===== src/rtl/hockey_display_pkg.sv =====
// Shared encodings for the hockey game: FSM state codes and seven-segment glyph codes.
// Used by both the game FSM and the display driver.
package hockey_pkg;

    localparam logic [3:0] ST_IDLE      = 4'd0;
    localparam logic [3:0] ST_DISPLAY   = 4'd1;
    localparam logic [3:0] ST_HIT_A     = 4'd2;
    localparam logic [3:0] ST_HIT_B     = 4'd3;
    localparam logic [3:0] ST_SEND_A    = 4'd4;
    localparam logic [3:0] ST_SEND_B    = 4'd5;
    localparam logic [3:0] ST_RESP_A    = 4'd6;
    localparam logic [3:0] ST_RESP_B    = 4'd7;
    localparam logic [3:0] ST_GOAL_A    = 4'd8;
    localparam logic [3:0] ST_GOAL_B    = 4'd9;
    localparam logic [3:0] ST_GAME_OVER = 4'd10;

    // Glyph codes 0-9 are the decimal digits themselves
    localparam logic [3:0] GLYPH_A     = 4'd10;
    localparam logic [3:0] GLYPH_B     = 4'd11;
    localparam logic [3:0] GLYPH_DASH  = 4'd12;
    localparam logic [3:0] GLYPH_BLANK = 4'd15;

    function automatic logic [3:0] coord_glyph(input logic [2:0] v);
        return (v <= 3'd4) ? {1'b0, v} : GLYPH_DASH;
    endfunction

endpackage


===== src/rtl/hockey_display_ssd_decoder.sv =====
// Combinational glyph-code to seven-segment decoder; segments gfedcba, active-low.
module ssd_decoder
    import hockey_pkg::*;
(
    input  logic [3:0] glyph,
    output logic [6:0] seg
);

    always_comb begin
        case (glyph)
            4'd0:       seg = 7'b1000000;
            4'd1:       seg = 7'b1111001;
            4'd2:       seg = 7'b0100100;
            4'd3:       seg = 7'b0110000;
            4'd4:       seg = 7'b0011001;
            4'd5:       seg = 7'b0010010;
            4'd6:       seg = 7'b0000010;
            4'd7:       seg = 7'b1111000;
            4'd8:       seg = 7'b0000000;
            4'd9:       seg = 7'b0010000;
            GLYPH_A:    seg = 7'b0001000;
            GLYPH_B:    seg = 7'b0000011;
            GLYPH_DASH: seg = 7'b0111111;
            default:    seg = 7'b1111111;
        endcase
    end

endmodule


===== src/rtl/hockey_display.sv =====
// Hockey game display driver: multiplexed 8-digit seven-segment scan, puck column
// lamps and player lamps, all derived from a registered copy of the game state.
module hockey_display
    import hockey_pkg::*;
#(
    parameter int unsigned SCAN_DIV  = 4,
    parameter int unsigned BLINK_DIV = 16
)
(
    input  logic       clk,
    input  logic       rst,
    input  logic [3:0] Current_State,
    input  logic [2:0] X_COORD,
    input  logic [2:0] Y_COORD,
    input  logic [1:0] A_Score,
    input  logic [1:0] B_Score,
    input  logic       flag,
    output logic       LEDA,
    output logic       LEDB,
    output logic [4:0] LEDX,
    output logic [7:0] AN,
    output logic [6:0] SEG
);

    localparam int unsigned SCAN_W  = (SCAN_DIV  > 1) ? $clog2(SCAN_DIV)  : 1;
    localparam int unsigned BLINK_W = (BLINK_DIV > 1) ? $clog2(BLINK_DIV) : 1;

    logic [3:0]         cs_q;
    logic [2:0]         x_q, y_q;
    logic [1:0]         a_q, b_q;
    logic               flag_q;
    logic [SCAN_W-1:0]  scan_cnt;
    logic [2:0]         digit_idx;
    logic               armed;
    logic [BLINK_W-1:0] blink_cnt;
    logic               blink_vis;
    logic [3:0]         disp_glyph, glyph;
    logic [6:0]         seg_d;
    logic               led_a_d, led_b_d;
    logic [4:0]         led_x_d;

    always_ff @(posedge clk or posedge rst) begin
        if (rst) begin
            cs_q   <= '0;
            x_q    <= '0;
            y_q    <= '0;
            a_q    <= '0;
            b_q    <= '0;
            flag_q <= 1'b0;
        end else begin
            cs_q   <= Current_State;
            x_q    <= X_COORD;
            y_q    <= Y_COORD;
            a_q    <= A_Score;
            b_q    <= B_Score;
            flag_q <= flag;
        end
    end

    // The first scan period after reset only arms the scan, so digit0 is the first digit lit
    always_ff @(posedge clk or posedge rst) begin
        if (rst) begin
            scan_cnt  <= '0;
            digit_idx <= '0;
            armed     <= 1'b0;
        end else if (scan_cnt == SCAN_W'(SCAN_DIV - 1)) begin
            scan_cnt <= '0;
            armed    <= 1'b1;
            if (armed)
                digit_idx <= digit_idx + 3'd1;
        end else begin
            scan_cnt <= scan_cnt + 1'b1;
        end
    end

    // Clearing on the incoming state keeps a fresh state visible from its first displayed cycle
    always_ff @(posedge clk or posedge rst) begin
        if (rst) begin
            blink_cnt <= '0;
            blink_vis <= 1'b1;
        end else if (Current_State != cs_q) begin
            blink_cnt <= '0;
            blink_vis <= 1'b1;
        end else if (blink_cnt == BLINK_W'(BLINK_DIV - 1)) begin
            blink_cnt <= '0;
            blink_vis <= ~blink_vis;
        end else begin
            blink_cnt <= blink_cnt + 1'b1;
        end
    end

    always_comb begin
        case (digit_idx)
            3'd2:    disp_glyph = {2'b00, a_q};
            3'd1:    disp_glyph = GLYPH_DASH;
            3'd0:    disp_glyph = {2'b00, b_q};
            default: disp_glyph = GLYPH_BLANK;
        endcase
    end

    always_comb begin
        glyph   = GLYPH_BLANK;
        led_a_d = 1'b0;
        led_b_d = 1'b0;
        led_x_d = '0;
        if (flag_q || cs_q == ST_GAME_OVER) begin
            if (digit_idx == 3'd3)
                glyph = (a_q == 2'd3) ? GLYPH_A : GLYPH_B;
            else
                glyph = disp_glyph;
            led_x_d = blink_vis ? '1 : '0;
        end else begin
            case (cs_q)
                ST_IDLE: begin
                    case (digit_idx)
                        3'd3:       glyph = GLYPH_A;
                        3'd2, 3'd1: glyph = GLYPH_DASH;
                        3'd0:       glyph = GLYPH_B;
                        default:    glyph = GLYPH_BLANK;
                    endcase
                end
                ST_DISPLAY: glyph = disp_glyph;
                ST_HIT_A, ST_HIT_B, ST_SEND_A, ST_SEND_B, ST_RESP_A, ST_RESP_B: begin
                    if (digit_idx == 3'd0)
                        glyph = coord_glyph(y_q);
                    if (x_q <= 3'd4)
                        led_x_d = 5'b00001 << x_q;
                    led_a_d = (cs_q == ST_HIT_A) || (cs_q == ST_RESP_A);
                    led_b_d = (cs_q == ST_HIT_B) || (cs_q == ST_RESP_B);
                end
                ST_GOAL_A, ST_GOAL_B: begin
                    if (blink_vis)
                        glyph = disp_glyph;
                    led_a_d = (cs_q == ST_GOAL_A);
                    led_b_d = (cs_q == ST_GOAL_B);
                end
                default: glyph = GLYPH_BLANK;
            endcase
        end
    end

    ssd_decoder u_dec (
        .glyph (glyph),
        .seg   (seg_d)
    );

    always_ff @(posedge clk or posedge rst) begin
        if (rst) begin
            AN   <= '1;
            SEG  <= '1;
            LEDA <= 1'b0;
            LEDB <= 1'b0;
            LEDX <= '0;
        end else begin
            if (armed) begin
                AN  <= ~(8'b0000_0001 << digit_idx);
                SEG <= seg_d;
            end else begin
                AN  <= '1;
                SEG <= '1;
            end
            LEDA <= led_a_d;
            LEDB <= led_b_d;
            LEDX <= led_x_d;
        end
    end

endmodule


===== config.mk =====
export PLATFORM = sky130hd
export DESIGN_NAME = hockey_display
export DESIGN_NICKNAME = d
export VERILOG_FILES = /design/src/rtl/hockey_display_pkg.sv /design/src/rtl/hockey_display_ssd_decoder.sv /design/src/rtl/hockey_display.sv
export SDC_FILE = /design/constraint.sdc
export NUM_CORES = 1
export LEC_CHECK = 0
export BUFFER_PORTS_ARGS = -buffer_cell sky130_fd_sc_hd__buf_2
export CAP_MARGIN = 20
export CORE_UTILIZATION = 35
export CTS_BUF_LIST = sky130_fd_sc_hd__clkbuf_2
export DETAILED_ROUTE_END_ITERATION = 10
export HOLD_SLACK_MARGIN = 0.12
export PLACE_DENSITY = 0.56
export SYNTH_ARGS = -nofsm -noshare
export SYNTH_HDL_FRONTEND = slang
export SYNTH_SLANG_ARGS = --single-unit
export TNS_END_PERCENT = 20

===== constraint.sdc =====
create_clock -name clk -period 3.3 [get_ports clk]
set_input_delay 0.825 -clock clk [delete_from_list [all_inputs] [get_ports clk]]
set_output_delay 0.825 -clock clk [all_outputs]
set_load 0.1 [all_outputs]

==> results.sh <==
export IMPL_rr_endpoint="SEG[1]"
export IMPL_post_cts_buffers=0
export IMPL_cts_buffer_depth=2
export IMPL_clk_pin_slew_ns=0.23
export IMPL_postPlaceCellArea_sq_um=2490
export IMPL_final_cell_mix="38 x buf_2, 32 x dfrtp_1, 19 x nand2_1"
export IMPL_synthDistinctLibCells=53
export IMPL_final_max_slew_violation_count=0
export IMPL_cts_tree="built"
export IMPL_seq_area_frac_synth_pct=54.7
export IMPL_vias=1558
export IMPL_final_core_util_pct=42.3
export IMPL_antenna_found_initial=0
export IMPL_max_freq_mhz=378
export IMPL_first_pass_iters=4
export IMPL_diodes=0
export IMPL_rows=28
export IMPL_antenna_left=0
export IMPL_rsz0062_at_grt="no"
export IMPL_synth_area_sq_um=2230
export IMPL_insertion_delay_ns=0.41
export IMPL_fin_setup_tns_ns=0
export IMPL_syn2layout_area_growth_pct=14.1
export IMPL_fill_cells=627
export IMPL_die_x_microns=81.9
export IMPL_fin_worst_skew_ns=0.0106
export IMPL_drive_above_1_share_pct=31.3
export IMPL_synth_top_family_by_area="compound AO/OA/AOI/OAI gates"
export IMPL_cap_violations=0
export IMPL_synth_simple_area_share_pct=16.0
export IMPL_die_area_sq_um=6700
export IMPL_die_h_microns=81.9
export IMPL_finalHoldViolCount=0
export IMPL_grt_pass1_wl_microns=6600
export IMPL_ys_flop_type="dfrtp_1"
export IMPL_hp_class="primary input to async pin"
export IMPL_crit_arrival_ns=3.01
export IMPL_relSlewSlack_pct=51.4
export IMPL_ctsResizeCount=0
export IMPL_first_global_vias=1493
export IMPL_critPathRequiredTime_ns=3.66
export IMPL_fin_crit_ns=2.65
export IMPL_timing_rr_start="digit_idx[0]"
export IMPL_min_period_over_period_pct=80.3
export IMPL_worst_path_max_fanout=7
export IMPL_start_util_pct=37.0
export IMPL_gp_congestion=0.775
export IMPL_p_leak_nw=1.14
export IMPL_avgViaCountPerCell=4.95
export IMPL_cp_cell_sequence="inv_1, ha_1, nor2b_1, o311ai_0, o31ai_1, a2bb2oi_4, inv_1, ha_1, o21a_1, o21ai_0"
export IMPL_synth_seq_cells=48
export IMPL_syn_instance_count=199
export IMPL_r2r_cells=10
export IMPL_synthXorXnorAreaFrac_pct=2.75
export IMPL_rrSetupSlack_ns=0.65
export IMPL_syn_num_nets=227
export IMPL_final_setup_worst_slack_ns=0.651
export IMPL_critPathMaxStageDelay_ns=0.46
export IMPL_io_pins=39
export IMPL_numCtsBuffers=5
export IMPL_drt_wl_total_microns=3850
export IMPL_cp_start_kind="flip-flop"
export IMPL_outcome="completed"
export IMPL_finalSetupViolCount=0
export IMPL_io_buffers=38
export IMPL_synth_edf_count=0
export IMPL_synthAdderAreaFrac_pct=6.17
export IMPL_wire_per_inst_microns=12.2
export IMPL_h_tree_depth=2
export IMPL_stdcell_area_sq_um=2550
export IMPL_grt_ovfl_total=0
export IMPL_worst_ir_drop_vdd_uv=207
export IMPL_grt_use_total_pct=13.0
export IMPL_synth_area_per_cell_sq_um=11.2
export IMPL_synthMuxAreaShare_pct=0.953
export IMPL_layout_commonest_cell="buf_2"
export IMPL_drc=0
export IMPL_dr_first_iter_drc_count=45
export IMPL_cts_num_sinks=48
export IMPL_synth_compound_area_share_pct=16.1
export IMPL_p_per_area_nw_per_um2=412
export IMPL_end_kind="flip-flop"
export IMPL_core_area_sq_um=6030
export IMPL_place_hpwl_microns=2880
export IMPL_ctsHoldBuffers=0
export IMPL_dp_slack_ns=0.670
export IMPL_cts_root_buf="clkbuf_2"
export IMPL_grt_max_degree=49
export IMPL_yosys_warnings=0
export IMPL_tightest_slew_ns=0.724
export IMPL_synth_async_reset_ratio_pct=100
export IMPL_layout_nets=267
export IMPL_slowest_stage="dfrtp_1"
export IMPL_crit_type="flip-flop to flip-flop"
==> stage by stage <==
| stage | total power (W) | hold WS, ns | cells |
|---|---|---|---|
| floorplan | 0.000797 | 0.403 | 199 |
| global placement | 0.000831 | 0.418 | 306 |
| detailed placement | 0.000831 | 0.424 | 306 |
| CTS | 0.00106 | 0.452 | 314 |
| global route | 0.00110 | 0.315 | 315 |
| finish | 0.00105 | 0.350 | 315 |
==> cells in the mapped netlist (3+ instances only) <==
| cell type | n | area, sq um |
|---|---|---|
| a21oi_1 | 7 | 35.0 |
| and2_1 | 3 | 18.8 |
| clkbuf_1 | 3 | 11.3 |
| dfrtp_1 | 32 | 801 |
| dfstp_2 | 16 | 420 |
| ha_1 | 11 | 138 |
| inv_1 | 12 | 45.0 |
| nand2_1 | 19 | 71.3 |
| nand2b_1 | 4 | 25.0 |
| nand3_1 | 10 | 50.1 |
| nor2_1 | 8 | 30.0 |
| nor2b_1 | 3 | 18.8 |
| o211ai_1 | 3 | 22.5 |
| o21ai_0 | 10 | 50.1 |
| or2_2 | 3 | 18.8 |
| xnor2_1 | 6 | 52.6 |
==> final cells by class <==
class / count / area (sq um) / share of cell area, %
clock inverter: 3 / 13.8 / 0.541
sequential: 48 / 1220 / 48.0
timing repair buffer: 39 / 210 / 8.26
multi-input combinational: 133 / 937 / 36.8
tap: 75 / 93.8 / 3.69
inverter: 12 / 45.0 / 1.77
clock buffer: 5 / 25.0 / 0.983
==> state kept, by name, summed over array words and instances (netlist names), 2 cells and up <==
register   flops
a_q            2
y_q            3
digit_idx      3
b_q            2
SEG            7
AN             8
scan_cnt       2
cs_q           4
blink_cnt      4
LEDX           5
x_q            3
==> logic make-up (layout without fill, tap and decap cells) <==
logic type / count (synthesis) / count (layout)
simple gates: 66 / 66
flops: 48 / 48
compound gates: 47 / 47
buf+inv: 18 / 59
fa+ha+maj: 11 / 11
xor+xnor: 7 / 7
mux: 2 / 2
==> critical path: cells and delay by family (launching register included) <==
| kind | cells | cell delay (ns) |
|---|---|---|
| adders and majority gates | 2 | 0.60 |
| DFF | 1 | 0.46 |
| buffers and inverters | 2 | 0.19 |
| AOI/OAI and AO/OA | 5 | 0.94 |
| and+or+nand+nor | 1 | 0.39 |
==> report_power, final <==
group | switching, W | internal, W | total [W]
registers | 0.0000132 | 0.000617 | 0.000631
clock network | 0.000181 | 0.0000476 | 0.000229
logic | 0.000145 | 0.0000462 | 0.000191
total | 0.000339 | 0.000711 | 0.00105
==> per-layer routing <==
| layer | global-route usage (%) | wire (microns) | vias to the layer above |
|---|---|---|---|
| met5 | 0 | 0 | - |
| met4 | 5.26 | 55 | 0 |
| met3 | 3.00 | 127 | 4 |
| met2 | 20.3 | 1720 | 33 |
| met1 | 17.3 | 1950 | 739 |
| li1 | - | - | 782 |
==> worst max path at each step <==
stage / to / start / slack [ns] / depth (start not counted)
floorplan: SEG[1] / digit_idx[2] / 0.94 / 9
global placement: SEG[1] / digit_idx[0] / 0.68 / 10
detailed placement: SEG[1] / digit_idx[0] / 0.67 / 10
CTS: SEG[1] / digit_idx[0] / 0.63 / 10
global route: SEG[2] / digit_idx[0] / 0.36 / 8
finish: SEG[1] / digit_idx[0] / 0.65 / 10
Power figures use the tool's default switching activity.
